`config.mk`:
```
export PLATFORM = sky130hd
export DESIGN_NAME = multu_hilo_ctrl
export DESIGN_NICKNAME = d
export VERILOG_FILES = /design/src/rtl/multu_hilo_ctrl.sv
export SDC_FILE = /design/constraint.sdc
export NUM_CORES = 1
export LEC_CHECK = 0
export BUFFER_PORTS_ARGS = -buffer_cell sky130_fd_sc_hd__buf_2
export CELL_PAD_IN_SITES_DETAIL_PLACEMENT = 1
export CELL_PAD_IN_SITES_GLOBAL_PLACEMENT = 2
export CORE_ASPECT_RATIO = 1.2
export CORE_MARGIN = 3
export CORE_UTILIZATION = 28
export DETAILED_ROUTE_END_ITERATION = 16
export MAX_ROUTING_LAYER = met4
export PLACE_DENSITY_LB_ADDON = 0.08
export SLEW_MARGIN = 10
export SYNTH_ARGS = -nofsm -noshare
export SYNTH_HDL_FRONTEND = slang
export SYNTH_SLANG_ARGS = --single-unit
```
`constraint.sdc`:
```
create_clock -name Clk -period 3.3 [get_ports Clk]
set_input_delay 0.33 -clock Clk [delete_from_list [all_inputs] [get_ports Clk]]
set_output_delay 0.33 -clock Clk [all_outputs]
set_load 0.01 [all_outputs]
```
`src/rtl/multu_hilo_ctrl.sv`:
```
// MULTU sequencer: 32-step shift-add multiply into HiLo, MTHI/MTLO writes,
// MFHI/MFLO read mux, and pipeline stall while the multiplier is in flight.
module multu_hilo_ctrl #(
    parameter int unsigned WIDTH = 32
) (
    input  logic               Clk,
    input  logic               Reset,
    input  logic               Start,
    input  logic [WIDTH-1:0]   SrcA,
    input  logic [WIDTH-1:0]   SrcB,
    input  logic               MfReq,
    input  logic               MfSel,
    input  logic               MtReq,
    input  logic               MtSel,
    input  logic [WIDTH-1:0]   MtData,
    input  logic [WIDTH-1:0]   HiIn,
    input  logic [WIDTH-1:0]   LoIn,
    output logic               HiLoWe,
    output logic [2*WIDTH-1:0] HiLoData,
    output logic [WIDTH-1:0]   MfData,
    output logic               Busy,
    output logic               Stall
);

    localparam int unsigned CW = (WIDTH > 1) ? $clog2(WIDTH) : 1;
    localparam logic [CW-1:0] LAST = CW'(WIDTH - 1);

    typedef enum logic [1:0] {IDLE, RUN, DONE} state_t;

    state_t             state, state_next;
    logic [2*WIDTH-1:0] mcand, mcand_next;
    logic [2*WIDTH-1:0] acc, acc_next;
    logic [WIDTH-1:0]   mplier, mplier_next;
    logic [CW-1:0]      cnt, cnt_next;
    logic               mt_write;

    always_ff @(posedge Clk) begin
        if (Reset) begin
            state  <= IDLE;
            mcand  <= '0;
            mplier <= '0;
            acc    <= '0;
            cnt    <= '0;
        end else begin
            state  <= state_next;
            mcand  <= mcand_next;
            mplier <= mplier_next;
            acc    <= acc_next;
            cnt    <= cnt_next;
        end
    end

    always_comb begin
        state_next  = state;
        mcand_next  = mcand;
        mplier_next = mplier;
        acc_next    = acc;
        cnt_next    = cnt;
        case (state)
            IDLE: begin
                if (Start) begin
                    mcand_next  = {{WIDTH{1'b0}}, SrcA};
                    mplier_next = SrcB;
                    acc_next    = '0;
                    cnt_next    = '0;
                    state_next  = RUN;
                end
            end
            RUN: begin
                if (mplier[0]) acc_next = acc + mcand;
                mcand_next  = mcand << 1;
                mplier_next = mplier >> 1;
                cnt_next    = cnt + CW'(1);
                if (cnt == LAST) state_next = DONE;
            end
            DONE:    state_next = IDLE;
            default: state_next = IDLE;
        endcase
    end

    // Start outranks a simultaneous MT*, and Reset suppresses any HiLo write.
    always_comb begin
        Busy     = (state != IDLE);
        mt_write = (state == IDLE) && MtReq && !Start;
        HiLoWe   = 1'b0;
        HiLoData = '0;
        if (!Reset) begin
            if (state == DONE) begin
                HiLoWe   = 1'b1;
                HiLoData = acc;
            end else if (mt_write) begin
                HiLoWe   = 1'b1;
                HiLoData = MtSel ? {MtData, LoIn} : {HiIn, MtData};
            end
        end
        Stall  = Busy && (Start || MfReq || MtReq);
        MfData = MfSel ? HiIn : LoIn;
    end

endmodule

```
==> metrics.txt, run 1 <==
commonest cells after routing, fill and taps aside=263 x buf_2, 237 x nor2_1, 214 x nand2_1; Final min period=between 3 and 4 ns; Seq. cell area=around 3300 um^2; family with the most delay on the worst path=simple AND/OR/NAND/NOR gates; CP Cell Sequence=ha_1 -> and3_4 -> and3_4 -> or4_4 -> nor2_1 -> nand4bb_4 -> o311ai_4 -> a41oi_4 -> buf_6 -> a211oi_2 -> or3_1 -> a32o_1; syn_nets=1787; worst hold slack=approximately 0.13 ns; relative slew slack=38.1%; clock tree root driver cell=clkbuf_16; crit path buf inv count=1; PwrDens=355 nW/um^2; Global Route Usage Sum=22.6%; Port Buf Inserts=around 270; CTS Hold Buffers Added=0; Initial Util=28.4%; Static Leak=6.75 nW; fmax=0.314 GHz; Synth Area per Inst=between 7 and 8 um^2; register bit total from synthesis=167; Final HPWL DP=38700 um; first-pass GRT wire length=77600 um; commonest non-fill, non-tap cell in the layout=buf_2; GPL Wtd Cong=roughly 0.85; top cell type's share of synthesized area=28.1%; YS warnings=0; clk slew on worst S/H paths=0.08 ns; H-Tree Depth=4; 1st-iter DRT viols=around 530; Least-Margin Pin Slew=0.929 ns; leading area contributor after synthesis=dfxtp_1; Crit. End Element=register; Post-DRT Antenna Nets=0; Setup Viol. Count Final=0; CTS sink count=167; IO Pins=266; First-pass DRT Iterations=4; mapped cell area=11900 um^2; Crit path largest cell delay=approximately 0.48 ns; post-layout util=35.1%; Nets=about 2000; Die X-Extent=194 um; Fill cells=slightly above 5000; Final Cell Area=14700 um^2; Worst Path Arrival=3.56 ns; most frequent CP cell=and3_4; top cells by area, synth=dfxtp_1 28%, nor2_1 7.5%, ha_1 6.8%, nand2_1 6.8%, mux2i_1 5.7%; Final Slew Violations=0; Post-Place Cell Area=approximately 14000 um^2; Unique masters post-synth=63; DIE AREA=45000 um^2; num rows=82; clk_skew=0.0157 ns; Post-CTS Setup Bufs=0; WL final=about 50000 um; TritonCTS clock tree=done; pin count of the biggest net entering global routing=85; Vias=12452; dpl cells=2297; multi-input combinational cell area=8140 um^2; overflow left after global routing=0; maximum fanout along the worst path=4; Non-Filler Instances=2329; Die Ht=232 um; via/cell ratio=5.35; Post-synth ARST share=0%; register area share after synthesis=28.1%; Peak VDD IR=0.359 mV; Core Region=41900 um^2; Critical Path RT=3.67 ns; Worst-Skew Late Latency=~0.48 ns; status=finished, final reports clean; Synth Flop Type=dfxtp_1; share of layout cells above drive strength 1=between 20% and 30%; Final Hold Fails=0; Clock Tree Buf Depth=2; Final period util=96.5%; CP max-delay cell=or4_4; class of the tightest hold or removal check=in -> reg; # DRC=0; Max-cap violations=0; Post-synth EDFFs=0; RSZ-0062 raised after global routing=yes; critical path startpoint category=register; CTS Buf Count=17; drt wl/cell=21.7 um; CP Class=reg -> reg; initial antenna violation count=2; cells after synthesis=1554; Area Growth Syn to Fin=23.5%; vias in the first global route=13049
==> cell families (layout without fill, tap and decap cells) <==
logic type | count (synthesis) | in the layout | synth area share, %
and+or+nand+nor | 554 | 554 | 19.6
AOI/OAI and AO/OA | 466 | 466 | 27.9
DFF | 167 | 167 | 28.1
buffers and inverters | 147 | 375 | 4.66
muxes | 101 | 101 | 8.85
adders and majority gates | 66 | 66 | 7.01
xor gates and xnor gates | 53 | 53 | 3.91
other | 0 | 1 | 0
==> area by class of cell <==
type	instances	share of cell area [%]
multi-input cells	1240	55.4
diodes	1	0.0170
repair buffers	324	12.5
flip-flops and latches	167	22.8
clock buffers	18	2.92
clock inverters	13	1.16
inverters	20	0.511
well taps	546	4.65
==> registers in the layout (all words and copies together), names as in the netlist <==
register  flops
mcand        64
state         2
mplier       32
acc          64
cnt           5
==> timing repair <==
action                                  CTS  global route
gates resized for setup                   0            29
gates cloned                              0             0
pin swaps                                 0             7
endpoints found under the setup margin    1            11
==> Yosys cell counts, types with 20 or more instances <==
cell      number
o21ai_1       37
a21o_1        44
a211oi_1      72
nor2_1       238
a21oi_1       78
nand3_1       24
mux2i_1       68
a22oi_1       65
mux2_2        33
a311oi_1      63
clkbuf_1     106
dfxtp_1      167
o21ai_0       29
xor2_1        24
nand2_1      214
ha_1          65
inv_1         20
xnor2_1       29
==> metrics by stage <==
step | setup TNS, ns | power, mW | worst slack, ns
after floorplan | 0 | 2.69 | 0.198
after global placement | 0 | 3.08 | 0.115
after detailed placement | 0 | 3.09 | 0.0199
after CTS | -0.00249 | 5.29 | -0.00249
after global routing | -0.0649 | 5.47 | -0.0280
final | 0 | 5.21 | 0.116
==> worst register-to-register path, delay by kind of cell, from the launching register on <==
family	cells	cell delay, ns
compound gates	4	0.82
buf+inv	1	0.17
flops	1	0.33
fa+ha+maj	1	0.31
simple gates	6	1.47
==> power breakdown <==
group / switching (mW) / internal [mW] / leakage, nW / total [mW]
combinational: 0.544 / 0.349 / 5.09 / 0.892
clock: 0.968 / 1.20 / 0.289 / 2.17
sequential: 0.0629 / 2.09 / 1.36 / 2.16
==> layer usage <==
metal	GRT usage (%)	share of wire (%)	vias to the layer above
met2	38.8	50	167
met3	2.50	2.5	44
met1	28.1	46	6152
met4	6.46	1.9	0
met5	-	0	-
li1	-	-	6089
==> final timing paths <==
kind / start / endpoint / slack [ns] / depth (start not counted)
setup / recovery: acc[9] / acc[48] / 0.12 / 12
hold / removal: SrcB[2] / mplier[2] / 0.13 / 3
setup reg to reg: acc[9] / acc[48] / 0.12 / 12
hold reg to reg: acc[44] / acc[44] / 0.47 / 2
Power figures use the tool's default switching activity.
==> inputs of run 2 (changes only) <==
--- a/config.mk
+++ b/config.mk
@@ -9,8 +9,8 @@
 export CELL_PAD_IN_SITES_DETAIL_PLACEMENT = 1
 export CELL_PAD_IN_SITES_GLOBAL_PLACEMENT = 2
 export CORE_ASPECT_RATIO = 1.2
-export CORE_MARGIN = 3
 export CORE_UTILIZATION = 28
+export CTS_BUF_LIST = sky130_fd_sc_hd__clkbuf_8 sky130_fd_sc_hd__clkbuf_16
 export DETAILED_ROUTE_END_ITERATION = 16
 export MAX_ROUTING_LAYER = met4
 export PLACE_DENSITY_LB_ADDON = 0.08
==> run 2 against run 1 <==
Effect of this change:
- worst setup slack worse by 0.018 ns
- via count is 0.15% higher
- largest cell class unchanged
- die area is 3.8% lower
- routed wire length is 0.56% lower
- utilization hardly changed
- combinational power hardly changed
- sequential cell count stayed put
- count of clock-buffer cells in the layout stayed put
- register-to-register slack worse by 0.02 ns
- critical path type unchanged
==> metrics.txt, run 2 (synthesis results as in run 1) <==
status=finished, final reports clean; Initial Util=28.4%; via/cell ratio=5.35; fmax=roughly 0.31 GHz; commonest cells after routing, fill and taps aside=263 x buf_2, 236 x nor2_1, 214 x nand2_1; Final Slew Violations=0; clk_skew=0.0119 ns; Setup crit end=acc[50]; GPL Wtd Cong=0.858; Area Growth Syn to Fin=23.3%; CTS sink count=167; largest registers=acc x64, mcand x64, mplier x32; CTS Buf Count=17; first-pass GRT wire length=77600 um; # DRC=0; met1 Use GR=28.9%; Final period util=97.0%; drt wl/cell=around 22 um; Fill cells=5098; Global Route Usage Sum=24.0%; IO Pins=266; Critical Path RT=roughly 3.7 ns; CTS Hold Buffers Added=0; critical path startpoint category=register; R2R Setup Slk=~0.1 ns; hold depth=3; maximum fanout along the worst path=5; setup TNS=0 ns; pin count of the biggest net entering global routing=139; gr busiest metal=met2; TritonCTS clock tree=done; First-pass DRT Iterations=4; worst r2r path cells=12; Worst-Skew Late Latency=0.47 ns; WL final=50200 um; clock tree root driver cell=clkbuf_16; share of layout cells above drive strength 1=24.0%; Final HPWL DP=38600 um; Least-Margin Pin Slew=0.952 ns; 1st-iter DRT viols=532; post-layout util=between 30% and 40%; RSZ-0062 raised after global routing=yes; Nets=about 2000; num rows=82; Worst R2R End=acc[50]; PwrDens=approximately 350 nW/um^2; class of the tightest hold or removal check=in -> reg; Vias=12471; CP Class=reg -> reg; Crit. End Element=register; met3 Track Usage GR=2.35%; DIE AREA=43300 um^2; Static Leak=6.73 nW; worst hold slack=about 0.12 ns; Reg2Reg Launch Point=mcand[8]; Die Ht=roughly 230 um; Final min period=3.20 ns; commonest non-fill, non-tap cell in the layout=buf_2; Port Buf Inserts=265; initial antenna violation count=0; overflow left after global routing=0; Setup Viol. Count Final=0; Peak VDD IR=0.330 mV; Worst Path Arrival=between 3 and 4 ns; Final Hold Fails=0; H-Tree Depth=4; vias in the first global route=13071; global-route met2 utilization=between 40% and 50%; Die X-Extent=190 um; Post-DRT Antenna Nets=0; clk slew on worst S/H paths=0.07 ns; Max-cap violations=0; relative slew slack=36.6%; Core Region=41900 um^2; CP startpoint=mcand[8]; Clock Tree Buf Depth=2
-- run 2: cell types whose count changed in the layout (fill, tap and decap cells not counted), moves of 2 or more --
cell       before  now
bufinv_16       3    1
a2111oi_2       3    1
o21ai_1        37   39
a211oi_2        3    1
ha_4            3    5
ha_1           62   60
a211oi_1       68   70
buf_4          55   58
inv_1          20   22
-- run 2: what timing repair did --
action                     in CTS  in global routing
setup buffers                   0                  2
setup endpoints to repair       4                 10
pin swaps                       0                 10
resized for setup               3                 30
-- run 2: area by class of cell --
type	count	area [um^2]	area share, %
clock inverter	14	125	0.853
timing repair buffer	325	1820	12.4
inverter	20	75.1	0.512
sequential	167	3350	22.9
clock buffer	18	439	3.00
antenna	1	2.50	0.0171
tap	546	683	4.66
multi-input combinational	1240	8160	55.7
-- run 2: stage by stage --
stage | std cells | setup slack, ns | power (mW) | cell area [um^2]
3_3_place_gp | 2296 | 0.0699 | 3.08 | 13900
5_1_grt | 2330 | -0.00957 | 5.31 | 14700
3_5_place_dp | 2296 | -0.0196 | 3.09 | 13900
6_report | 2331 | 0.0979 | 5.06 | 14700
2_1_floorplan | 1554 | 0.198 | 2.69 | 11900
4_1_cts | 2328 | -0.0354 | 5.14 | 14500
-- run 2: worst min-delay path by stage --
stage,from,end,slack [ns]
after floorplan,acc[63],acc[63],0.44
after global placement,acc[61],acc[61],0.46
after detailed placement,acc[49],acc[49],0.46
after CTS,SrcB[1],mplier[1],0.1
after global routing,SrcA[3],mcand[3],0.12
final,SrcB[1],mplier[1],0.12
-- run 2: power breakdown --
part           internal (mW)  switching (mW)  leakage [nW]
Clock                   1.07           0.948         0.283
Sequential              2.09          0.0655          1.36
Combinational          0.352           0.538          5.08
Total                   3.51            1.55          6.73
-- run 2: worst max-delay path, cell delays in order, from the launching register on --
cell       delay [ns]
dfxtp_1          0.39
ha_4             0.22
and3_4           0.18
and3_4           0.18
or4_4            0.50
nor2_4           0.09
nand4bb_4        0.15
o311ai_4         0.15
a41oi_4          0.37
buf_6            0.19
a211oi_4         0.06
or3_1            0.38
a32o_1           0.24
-- run 2: per-layer routing --
layer	up-vias	routed length (um)
li1	6092	-
met1	6176	22800
met2	171	25700
met3	32	1050
met4	0	692
met5	-	0
